### src/rtl/spi_to_wb_master.sv
// SPI mode-0 slave to Wishbone master bridge. Each complete SPI frame
// (command, word address, payload) becomes one 32-bit Wishbone cycle.
// All SPI pins are oversampled in the Wishbone clock domain.
`timescale 1ns/1ps
module spi_to_wb_master #(
  parameter int unsigned            ADDRWIDTH    = 10,
  parameter int unsigned            DATAWIDTH    = 32,
  parameter logic [7:0]             TIMEOUT_CYC  = 8'd200,
  parameter logic [DATAWIDTH-1:0]   TIMEOUT_DATA = 32'hDEAD_DEAD
) (
  input  logic                 WBs_CLK_i,
  input  logic                 WBs_RSTn_i,
  input  logic                 spi_sclk_i,
  input  logic                 spi_cs_n_i,
  input  logic                 spi_mosi_i,
  output logic                 spi_miso_o,
  output logic                 spi_miso_oe_o,
  output logic [ADDRWIDTH-1:0] WBs_ADR_o,
  output logic                 WBs_CYC_o,
  output logic                 WBs_STB_o,
  output logic                 WBs_WE_o,
  output logic [3:0]           WBs_BYTE_STB_o,
  output logic [DATAWIDTH-1:0] WBs_DAT_o,
  input  logic [DATAWIDTH-1:0] WBs_DAT_i,
  input  logic                 WBs_ACK_i,
  output logic [1:0]           fsm_top_st_o,
  output logic [1:0]           spi_fsm_st_o,
  output logic                 xfer_done_o,
  output logic                 timeout_o
);

  typedef enum logic [1:0] {SPI_IDLE, SPI_HDR, SPI_DATA, SPI_DONE} spi_st_t;
  typedef enum logic [1:0] {WB_IDLE, WB_REQ, WB_ACKD, WB_TMO} wb_st_t;

  logic sclk_meta_q, sclk_meta_d, sclk_sync_q, sclk_sync_d;
  logic cs_meta_q, cs_meta_d, cs_sync_q, cs_sync_d;
  logic mosi_meta_q, mosi_meta_d, mosi_sync_q, mosi_sync_d;
  logic sclk_prev_q, sclk_prev_d, cs_prev_q, cs_prev_d;
  logic rise_q, rise_d, fall_q, fall_d;
  logic [5:0] bit_cnt_q, bit_cnt_d;
  spi_st_t spi_st_q, spi_st_d;
  wb_st_t  wb_st_q, wb_st_d;
  logic is_wr_q, is_wr_d;
  logic [DATAWIDTH-2:0] rx_sr_q, rx_sr_d;
  logic [7:0] word_addr_q, word_addr_d;
  logic [DATAWIDTH-1:0] miso_sr_q, miso_sr_d;
  logic [7:0] tmo_cnt_q, tmo_cnt_d;
  logic cyc_q, cyc_d, we_q, we_d;
  logic [ADDRWIDTH-1:0] adr_q, adr_d;
  logic [DATAWIDTH-1:0] dat_q, dat_d, rdata_q, rdata_d;
  logic done_q, done_d, tmo_q, tmo_d;
  logic launch_rd, launch_wr;
  logic [7:0] launch_addr;

  // Next-state logic for synchronisers, SPI framing and the Wishbone cycle.
  always_comb begin
    sclk_meta_d = spi_sclk_i;
    sclk_sync_d = sclk_meta_q;
    cs_meta_d   = spi_cs_n_i;
    cs_sync_d   = cs_meta_q;
    mosi_meta_d = spi_mosi_i;
    mosi_sync_d = mosi_meta_q;
    sclk_prev_d = sclk_sync_q;
    cs_prev_d   = cs_sync_q;
    rise_d      = sclk_sync_q & ~sclk_prev_q;
    fall_d      = ~sclk_sync_q & sclk_prev_q;
    bit_cnt_d   = bit_cnt_q;
    spi_st_d    = spi_st_q;
    is_wr_d     = is_wr_q;
    rx_sr_d     = rx_sr_q;
    word_addr_d = word_addr_q;
    miso_sr_d   = miso_sr_q;
    wb_st_d     = wb_st_q;
    tmo_cnt_d   = tmo_cnt_q;
    cyc_d       = cyc_q;
    we_d        = we_q;
    adr_d       = adr_q;
    dat_d       = dat_q;
    rdata_d     = rdata_q;
    done_d      = 1'b0;
    tmo_d       = 1'b0;
    launch_rd   = 1'b0;
    launch_wr   = 1'b0;
    launch_addr = word_addr_q;

    if (cs_sync_q) begin
      bit_cnt_d = '0;
      spi_st_d  = SPI_IDLE;
      miso_sr_d = '0;
    end else begin
      if (spi_st_q == SPI_IDLE && cs_prev_q) spi_st_d = SPI_HDR;
      if (rise_q) begin
        bit_cnt_d = bit_cnt_q + 6'd1;
        rx_sr_d   = {rx_sr_q[DATAWIDTH-3:0], mosi_sync_q};
        case (spi_st_q)
          SPI_HDR: begin
            if (bit_cnt_q == 6'd0) is_wr_d = mosi_sync_q;
            if (bit_cnt_q == 6'd15) begin
              word_addr_d = {rx_sr_q[6:0], mosi_sync_q};
              launch_addr = {rx_sr_q[6:0], mosi_sync_q};
              launch_rd   = ~is_wr_q;
              spi_st_d    = SPI_DATA;
            end
          end
          SPI_DATA: begin
            if (is_wr_q && bit_cnt_q == 6'd47) begin
              launch_wr = 1'b1;
              spi_st_d  = SPI_DONE;
            end else if (!is_wr_q && bit_cnt_q == 6'd55) begin
              spi_st_d  = SPI_DONE;
            end
          end
          default: ;
        endcase
      end
      // Read payload: load after the dummy byte, then shift one bit per falling edge.
      if (fall_q && !is_wr_q && spi_st_q == SPI_DATA) begin
        if (bit_cnt_q == 6'd24)
          miso_sr_d = (wb_st_q == WB_REQ) ? TIMEOUT_DATA : rdata_q;
        else if (bit_cnt_q > 6'd24)
          miso_sr_d = {miso_sr_q[DATAWIDTH-2:0], 1'b0};
      end
    end

    case (wb_st_q)
      WB_IDLE: begin
        if (launch_rd || launch_wr) begin
          wb_st_d   = WB_REQ;
          cyc_d     = 1'b1;
          we_d      = launch_wr;
          adr_d     = ADDRWIDTH'({launch_addr, 2'b00});
          if (launch_wr) dat_d = {rx_sr_q, mosi_sync_q};
          tmo_cnt_d = '0;
        end
      end
      WB_REQ: begin
        if (WBs_ACK_i) begin
          if (!we_q) rdata_d = WBs_DAT_i;
          done_d  = 1'b1;
          cyc_d   = 1'b0;
          we_d    = 1'b0;
          wb_st_d = WB_ACKD;
        end else if (tmo_cnt_q == TIMEOUT_CYC - 8'd1) begin
          rdata_d = TIMEOUT_DATA;
          tmo_d   = 1'b1;
          cyc_d   = 1'b0;
          we_d    = 1'b0;
          wb_st_d = WB_TMO;
        end else begin
          tmo_cnt_d = tmo_cnt_q + 8'd1;
        end
      end
      default: wb_st_d = WB_IDLE;
    endcase
  end

  // State registers; reset drops the Wishbone cycle and both FSMs immediately.
  always_ff @(posedge WBs_CLK_i or negedge WBs_RSTn_i) begin
    if (!WBs_RSTn_i) begin
      sclk_meta_q <= 1'b0;  sclk_sync_q <= 1'b0;
      cs_meta_q   <= 1'b1;  cs_sync_q   <= 1'b1;
      mosi_meta_q <= 1'b0;  mosi_sync_q <= 1'b0;
      sclk_prev_q <= 1'b0;  cs_prev_q   <= 1'b1;
      rise_q      <= 1'b0;  fall_q      <= 1'b0;
      bit_cnt_q   <= '0;
      spi_st_q    <= SPI_IDLE;
      wb_st_q     <= WB_IDLE;
      is_wr_q     <= 1'b0;
      rx_sr_q     <= '0;
      word_addr_q <= '0;
      miso_sr_q   <= '0;
      tmo_cnt_q   <= '0;
      cyc_q       <= 1'b0;
      we_q        <= 1'b0;
      adr_q       <= '0;
      dat_q       <= '0;
      rdata_q     <= '0;
      done_q      <= 1'b0;
      tmo_q       <= 1'b0;
    end else begin
      sclk_meta_q <= sclk_meta_d;  sclk_sync_q <= sclk_sync_d;
      cs_meta_q   <= cs_meta_d;    cs_sync_q   <= cs_sync_d;
      mosi_meta_q <= mosi_meta_d;  mosi_sync_q <= mosi_sync_d;
      sclk_prev_q <= sclk_prev_d;  cs_prev_q   <= cs_prev_d;
      rise_q      <= rise_d;       fall_q      <= fall_d;
      bit_cnt_q   <= bit_cnt_d;
      spi_st_q    <= spi_st_d;
      wb_st_q     <= wb_st_d;
      is_wr_q     <= is_wr_d;
      rx_sr_q     <= rx_sr_d;
      word_addr_q <= word_addr_d;
      miso_sr_q   <= miso_sr_d;
      tmo_cnt_q   <= tmo_cnt_d;
      cyc_q       <= cyc_d;
      we_q        <= we_d;
      adr_q       <= adr_d;
      dat_q       <= dat_d;
      rdata_q     <= rdata_d;
      done_q      <= done_d;
      tmo_q       <= tmo_d;
    end
  end

  assign spi_miso_oe_o  = ~cs_sync_q;
  assign spi_miso_o     = ~cs_sync_q & miso_sr_q[DATAWIDTH-1];
  assign WBs_CYC_o      = cyc_q;
  assign WBs_STB_o      = cyc_q;
  assign WBs_WE_o       = we_q;
  assign WBs_BYTE_STB_o = {4{cyc_q}};
  assign WBs_ADR_o      = adr_q;
  assign WBs_DAT_o      = dat_q;
  assign fsm_top_st_o   = wb_st_q;
  assign spi_fsm_st_o   = spi_st_q;
  assign xfer_done_o    = done_q;
  assign timeout_o      = tmo_q;

endmodule

### config.mk
export PLATFORM = sky130hd
export DESIGN_NAME = spi_to_wb_master
export DESIGN_NICKNAME = d
export VERILOG_FILES = /design/src/rtl/spi_to_wb_master.sv
export SDC_FILE = /design/constraint.sdc
export NUM_CORES = 1
export LEC_CHECK = 0
export CAP_MARGIN = 20
export CORE_MARGIN = 8
export CORE_UTILIZATION = 55
export CTS_CLUSTER_DIAMETER = 30
export DETAILED_ROUTE_END_ITERATION = 16
export MAX_ROUTING_LAYER = met4
export PLACE_DENSITY = 0.9
export SYNTH_ARGS = -nofsm -noshare
export SYNTH_HDL_FRONTEND = slang
export SYNTH_SLANG_ARGS = --single-unit
### constraint.sdc
create_clock -name WBs_CLK_i -period 2.1 [get_ports WBs_CLK_i]
set_input_delay 0.525 -clock WBs_CLK_i [delete_from_list [all_inputs] [get_ports WBs_CLK_i]]
set_output_delay 0.525 -clock WBs_CLK_i [all_outputs]
set_load 0.005 [all_outputs]
# Word level (Yosys, flattened, before mapping)

Index checks and enable logic that the tools add are counted.
Widths: inputs -> output; s select.

RAM bits: 0
Input bits: 38
Memories kept: 0
Memory bits (read-only): 0
Word-level logic and storage cells: 120
Latch bits: 0
Output and inout bits: 57
Bits in registers: 176

Add/sub/neg operators: 2
Bitwise gates (word level): 7
Reduce and logical (&&, ||, !) cells: 24
Multipliers: 0
Mux-type cells: 48
Shift operators: 0
Divide/modulo/power cells: 0
Eq/ne operators: 13
$lt $le $gt $ge: 1

Operators by type and width:

| kind                | count |
|---|---|
| $mux 32             | 8 |
| $mux 8              | 7 |
| $mux 2              | 9 |
| $mux 1              | 17 |
| $pmux 8 s2          | 1 |
| $eq 6x6->1 const B  | 2 |
| $mux 6              | 2 |
| $reduce_and 3->1    | 3 |
| $add 8x1->8 const B | 1 |
| $eq 8x8->1 const B  | 1 |
| $ne 2x2->1 const B  | 4 |
| $pmux 2 s2          | 2 |
| $reduce_and 2->1    | 4 |
| $reduce_and 4->1    | 2 |
| $reduce_bool 2->1   | 4 |
| $add 6x1->6 const B | 1 |
| $eq 6x4->1 const B  | 1 |
| $eq 6x5->1 const B  | 1 |
| $gt 6x5->1 const B  | 1 |
| $logic_not 6->1     | 1 |
| $logic_and 1x1->1   | 5 |
| $eq 2x1->1 const B  | 2 |
| $logic_not 2->1     | 2 |
| $not 1->1           | 4 |
| 7 further kinds     | 10 |

# Longest topological paths before layout

Depth after elaboration: 9
Mapped depth: 8
Mapped depth without buffers: 6

# Least setup slack after synthesis

OpenSTA, ideal clock, no wires.

Kind: register -> register
From: reg bit_cnt_q[0]
To: reg adr_q[2] (netlist: WBs_ADR_o[2])
Buffers on the path: 1
Clock period less this slack: 1846 ps
Arrival time: 1721 ps
Slack: 254 ps
Library setup time: 125 ps
Stages on the path, launching flop included: 7
Required time: 1975 ps
Cells stage by stage: dfrtp_1 -> ha_1 -> and4b_1 -> buf_4 -> nand4b_4 -> mux2_2 -> mux2_2

Elaborated cells on any way between the ends: 17
Classes of those cells: 2 x eq/ne; 12 x mux; 3 x reduce/logical

RTL lines:

| what                   | RTL line | text |
|---|---|---|
| from (decl)            | 40       | `logic [5:0] bit_cnt_q, bit_cnt_d;` |
| from (signal assigned) | 186      | `bit_cnt_q <= bit_cnt_d;` |
| $eq 6x4->1             | 98       | `if (bit_cnt_q == 6'd15) begin` |
| $mux 8                 | 98       |  |
| $mux 8 (2 in series)   | --       |  |
| $mux 8                 | 86       | `if (cs_sync_q) begin` |
| net launch_addr[0]     | 53       | `logic [7:0] launch_addr;` |
| to (signal assigned)   | 196      | `adr_q <= adr_d;` |
| to (decl)              | 49       | `logic [ADDRWIDTH-1:0] adr_q, adr_d;` |

The timed path passes the listed nets, and every way through them passes these cells.
A chain may end at the register's enable or synchronous reset.

# Worst setup path in the final report

From: reg bit_cnt_q[0]
To: reg adr_q[8] (netlist: WBs_ADR_o[8])

Same word-level chain as after synthesis.

==> flow_summary.json <==
{
  "drc": 0,
  "ant_nets": 0,
  "status": "finished clean",
  "io_pins": 95,
  "grt_pass1_wl_um": 28800,
  "worstPathArrival_ns": 2.32,
  "cts_hold_buffers": 0,
  "rsz0062_at_grt": "false",
  "multi_input_area_um2": 2760,
  "maxSlewViolCount": 0,
  "wirelength_um": 17400,
  "drtPass1Iterations": 5,
  "irDropWorstVdd_mv": 0.568,
  "r2r-end": "WBs_ADR_o[8]$_DFFE_PN0P_",
  "viasPerCell": 5.81,
  "regToRegSetupSlack_ns": 0.09,
  "fillers": 930,
  "vias": 5454,
  "dieArea_um2": 17500,
  "cp-end-kind": "flop",
  "fin_skew_ns": 0.00792,
  "fp-row-count": 42,
  "drive_above_1_share": 0.152,
  "fp.dieH_um": 132,
  "port_buffers": 92,
  "syn_to_final_growth_pct": 23.1,
  "setup_tns_ns": 0,
  "seq_area_um2": 4410,
  "synth_cells": 670,
  "place.gp.congestion": 0.854,
  "cp.required_ns": 2.41,
  "grt_overflow": 0,
  "reg2reg_from": "bit_cnt_q[0]$_DFFE_PN0P_",
  "p_leak_nw": 4.27,
  "synth_flop_cell": "dfrtp_1",
  "power_density_nw_per_um2": 763,
  "synth_top_area_frac": 0.582,
  "antenna_found_initial": 0,
  "cts_tree": "yes",
  "setup_viol": 0,
  "clock.fmax_ghz": 0.498,
  "synth_edf_count": 0,
  "worstPathMaxFanout": 8,
  "fin_hold_ws_ns": 0.0658,
  "cp-startpoint": "bit_cnt_q[0]$_DFFE_PN0P_",
  "netlist_area_um2": 7440,
  "wire_per_inst_um": 18.5,
  "synth.ff_latch_count": 176,
  "clk_pin_slew_ns": 0.07,
  "relSlewSlack": 0.572,
  "fin_crit_ns": 2.01,
  "yosysWarnings": 0,
  "crit_end": "WBs_ADR_o[8]$_DFFE_PN0P_",
  "die_x_um": 132,
  "numCtsBuffers": 17,
  "yosysTopAreaCell": "dfrtp_1",
  "diodes": 0,
  "synth_commonest_cells": "dfrtp_1 (173), nand2_1 (126), mux2_2 (49), a21oi_1 (45), nor2_1 (32)",
  "reg2reg_depth": 5,
  "clkLatencyLatePin_ns": 0.43,
  "finalPower_mw": 6.99,
  "cts.sinks": 176,
  "track_usage": 0.208,
  "async_flop_share": 1.00,
  "clk_path_buf_depth": 2,
  "period_share": 0.955,
  "h-tree-depth": 4,
  "initial_core_util": 0.562,
  "ys_types": 48,
  "tightest_slew_ns": 0.642,
  "finalHoldViolCount": 0,
  "clock-root-buffer": "clkbuf_16",
  "fin_nets": 795,
  "synth_area_leaders": "dfrtp_1 (58%), mux2_2 (7.4%), nand2_1 (6.4%)",
  "dp_hpwl_um": 11100,
  "cp-start-kind": "flop",
  "grt_pass1_vias": 5775,
  "avgSynthCellArea_um2": 11.1,
  "yosysMostFrequentCell": "dfrtp_1",
  "min_path_type": "in -> async",
  "drv_cap": 0,
  "initialDrtViolationCount": 498,
  "grt_max_degree": 125,
  "ys_seq_area_frac": 0.592,
  "coreArea_um2": 13200,
  "path_class": "reg -> reg"
}
==> worst max-delay path, cell delays in order, from the launching register on <==
cell and delay [ns]:
dfrtp_1 0.42, ha_1 0.27, and4b_1 0.35, nand4b_4 0.23
mux2_2 0.35, mux2_2 0.28
==> how the worst min path moves through the flow <==
stage	slack, ns	end	cells past startpoint
after global placement	0.33	mosi_sync_q$_DFF_PN0_	0
after floorplan	0.23	WBs_ADR_o[2]$_DFFE_PN0P_	0
after CTS	0.06	miso_sr_q[11]$_DFFE_PN0P_	2
final	0.07	miso_sr_q[10]$_DFFE_PN0P_	2
after global routing	0.08	miso_sr_q[11]$_DFFE_PN0P_	2
after detailed placement	0.34	mosi_sync_q$_DFF_PN0_	0
==> per-stage QoR <==
| stage | util | instance area, um^2 | std cells | worst slack [ns] |
|---|---|---|---|---|
| floorplan | - | 7450 | 671 | 0.254 |
| global placement | 0.646 | 8550 | 904 | 0.0586 |
| detailed placement | 0.646 | 8550 | 904 | 0.0116 |
| CTS | 0.692 | 9170 | 939 | 0.0883 |
| global route | 0.692 | 9170 | 939 | 0.0242 |
| finish | 0.692 | 9170 | 939 | 0.0937 |
==> registers in the layout, summed over array words and instances (netlist names), 6 cells and up <==
signal / flops
WBs_DAT_o: 32
rx_sr_q: 31
WBs_ADR_o: 8
miso_sr_q: 32
bit_cnt_q: 6
tmo_cnt_q: 8
rdata_q: 32
word_addr_q: 8
==> timing repair <==
action / 4_1_cts / 5_1_grt
setup endpoints to repair: 2 / 2
gates resized for setup: 5 / 1
hold endpoints to repair: 0 / 0
setup buffers: 4 / 0
==> per-layer routing <==
layer / vias to the layer above / share of wire / track usage
li1: 2481 / - / -
met1: 2746 / 0.43 / 0.256
met2: 197 / 0.50 / 0.328
met3: 30 / 0.053 / 0.0461
met4: 0 / 0.018 / 0.0826
met5: - / 0 / -
==> placed cells by master, fill, tap and decap left out, types with 5 or more instances in the layout <==
cell type,netlist,layout
dfrtp_1,173,173
nand2_1,126,126
clkdlybuf4s50_1,0,89
mux2_2,49,49
a21oi_1,45,45
nor2_1,32,32
nand3_1,24,24
o211ai_1,23,23
o22a_1,22,22
clkbuf_16,0,17
o21ai_0,16,16
buf_4,11,16
and2_1,12,12
a22o_1,12,12
mux2i_1,11,11
inv_1,7,6
ha_1,6,6
buf_12,0,6
clkinvlp_4,0,5
and3_1,5,5
==> cell families (layout without fill, tap and decap cells) <==
kind of cell / Yosys count / count (layout) / share of synthesized area
AO/OA/AOI/OAI: 132 / 132 / 0.120
XOR/XNOR: 5 / 5 / 0.00588
adder cells (fa/ha/maj): 6 / 6 / 0.0101
buffers and inverters: 61 / 153 / 0.0398
flip-flops: 176 / 176 / 0.592
multiplexers: 61 / 61 / 0.0909
other: 1 / 2 / 0.000504
AND/OR/NAND/NOR: 228 / 228 / 0.141
==> cell type report <==
type	count	share of cell area
repair buffers	115	0.128
well taps	176	0.0240
inverters	7	0.00328
multi-input cells	434	0.301
clock buffers	19	0.0483
clock inverters	12	0.0147
flip-flops and latches	176	0.481
==> report_power, final <==
part / internal, mW / switching, mW
Combinational: 0.162 / 0.181
Sequential: 3.47 / 0.0849
Clock: 1.78 / 1.31
(Power assumes the default switching activity.)
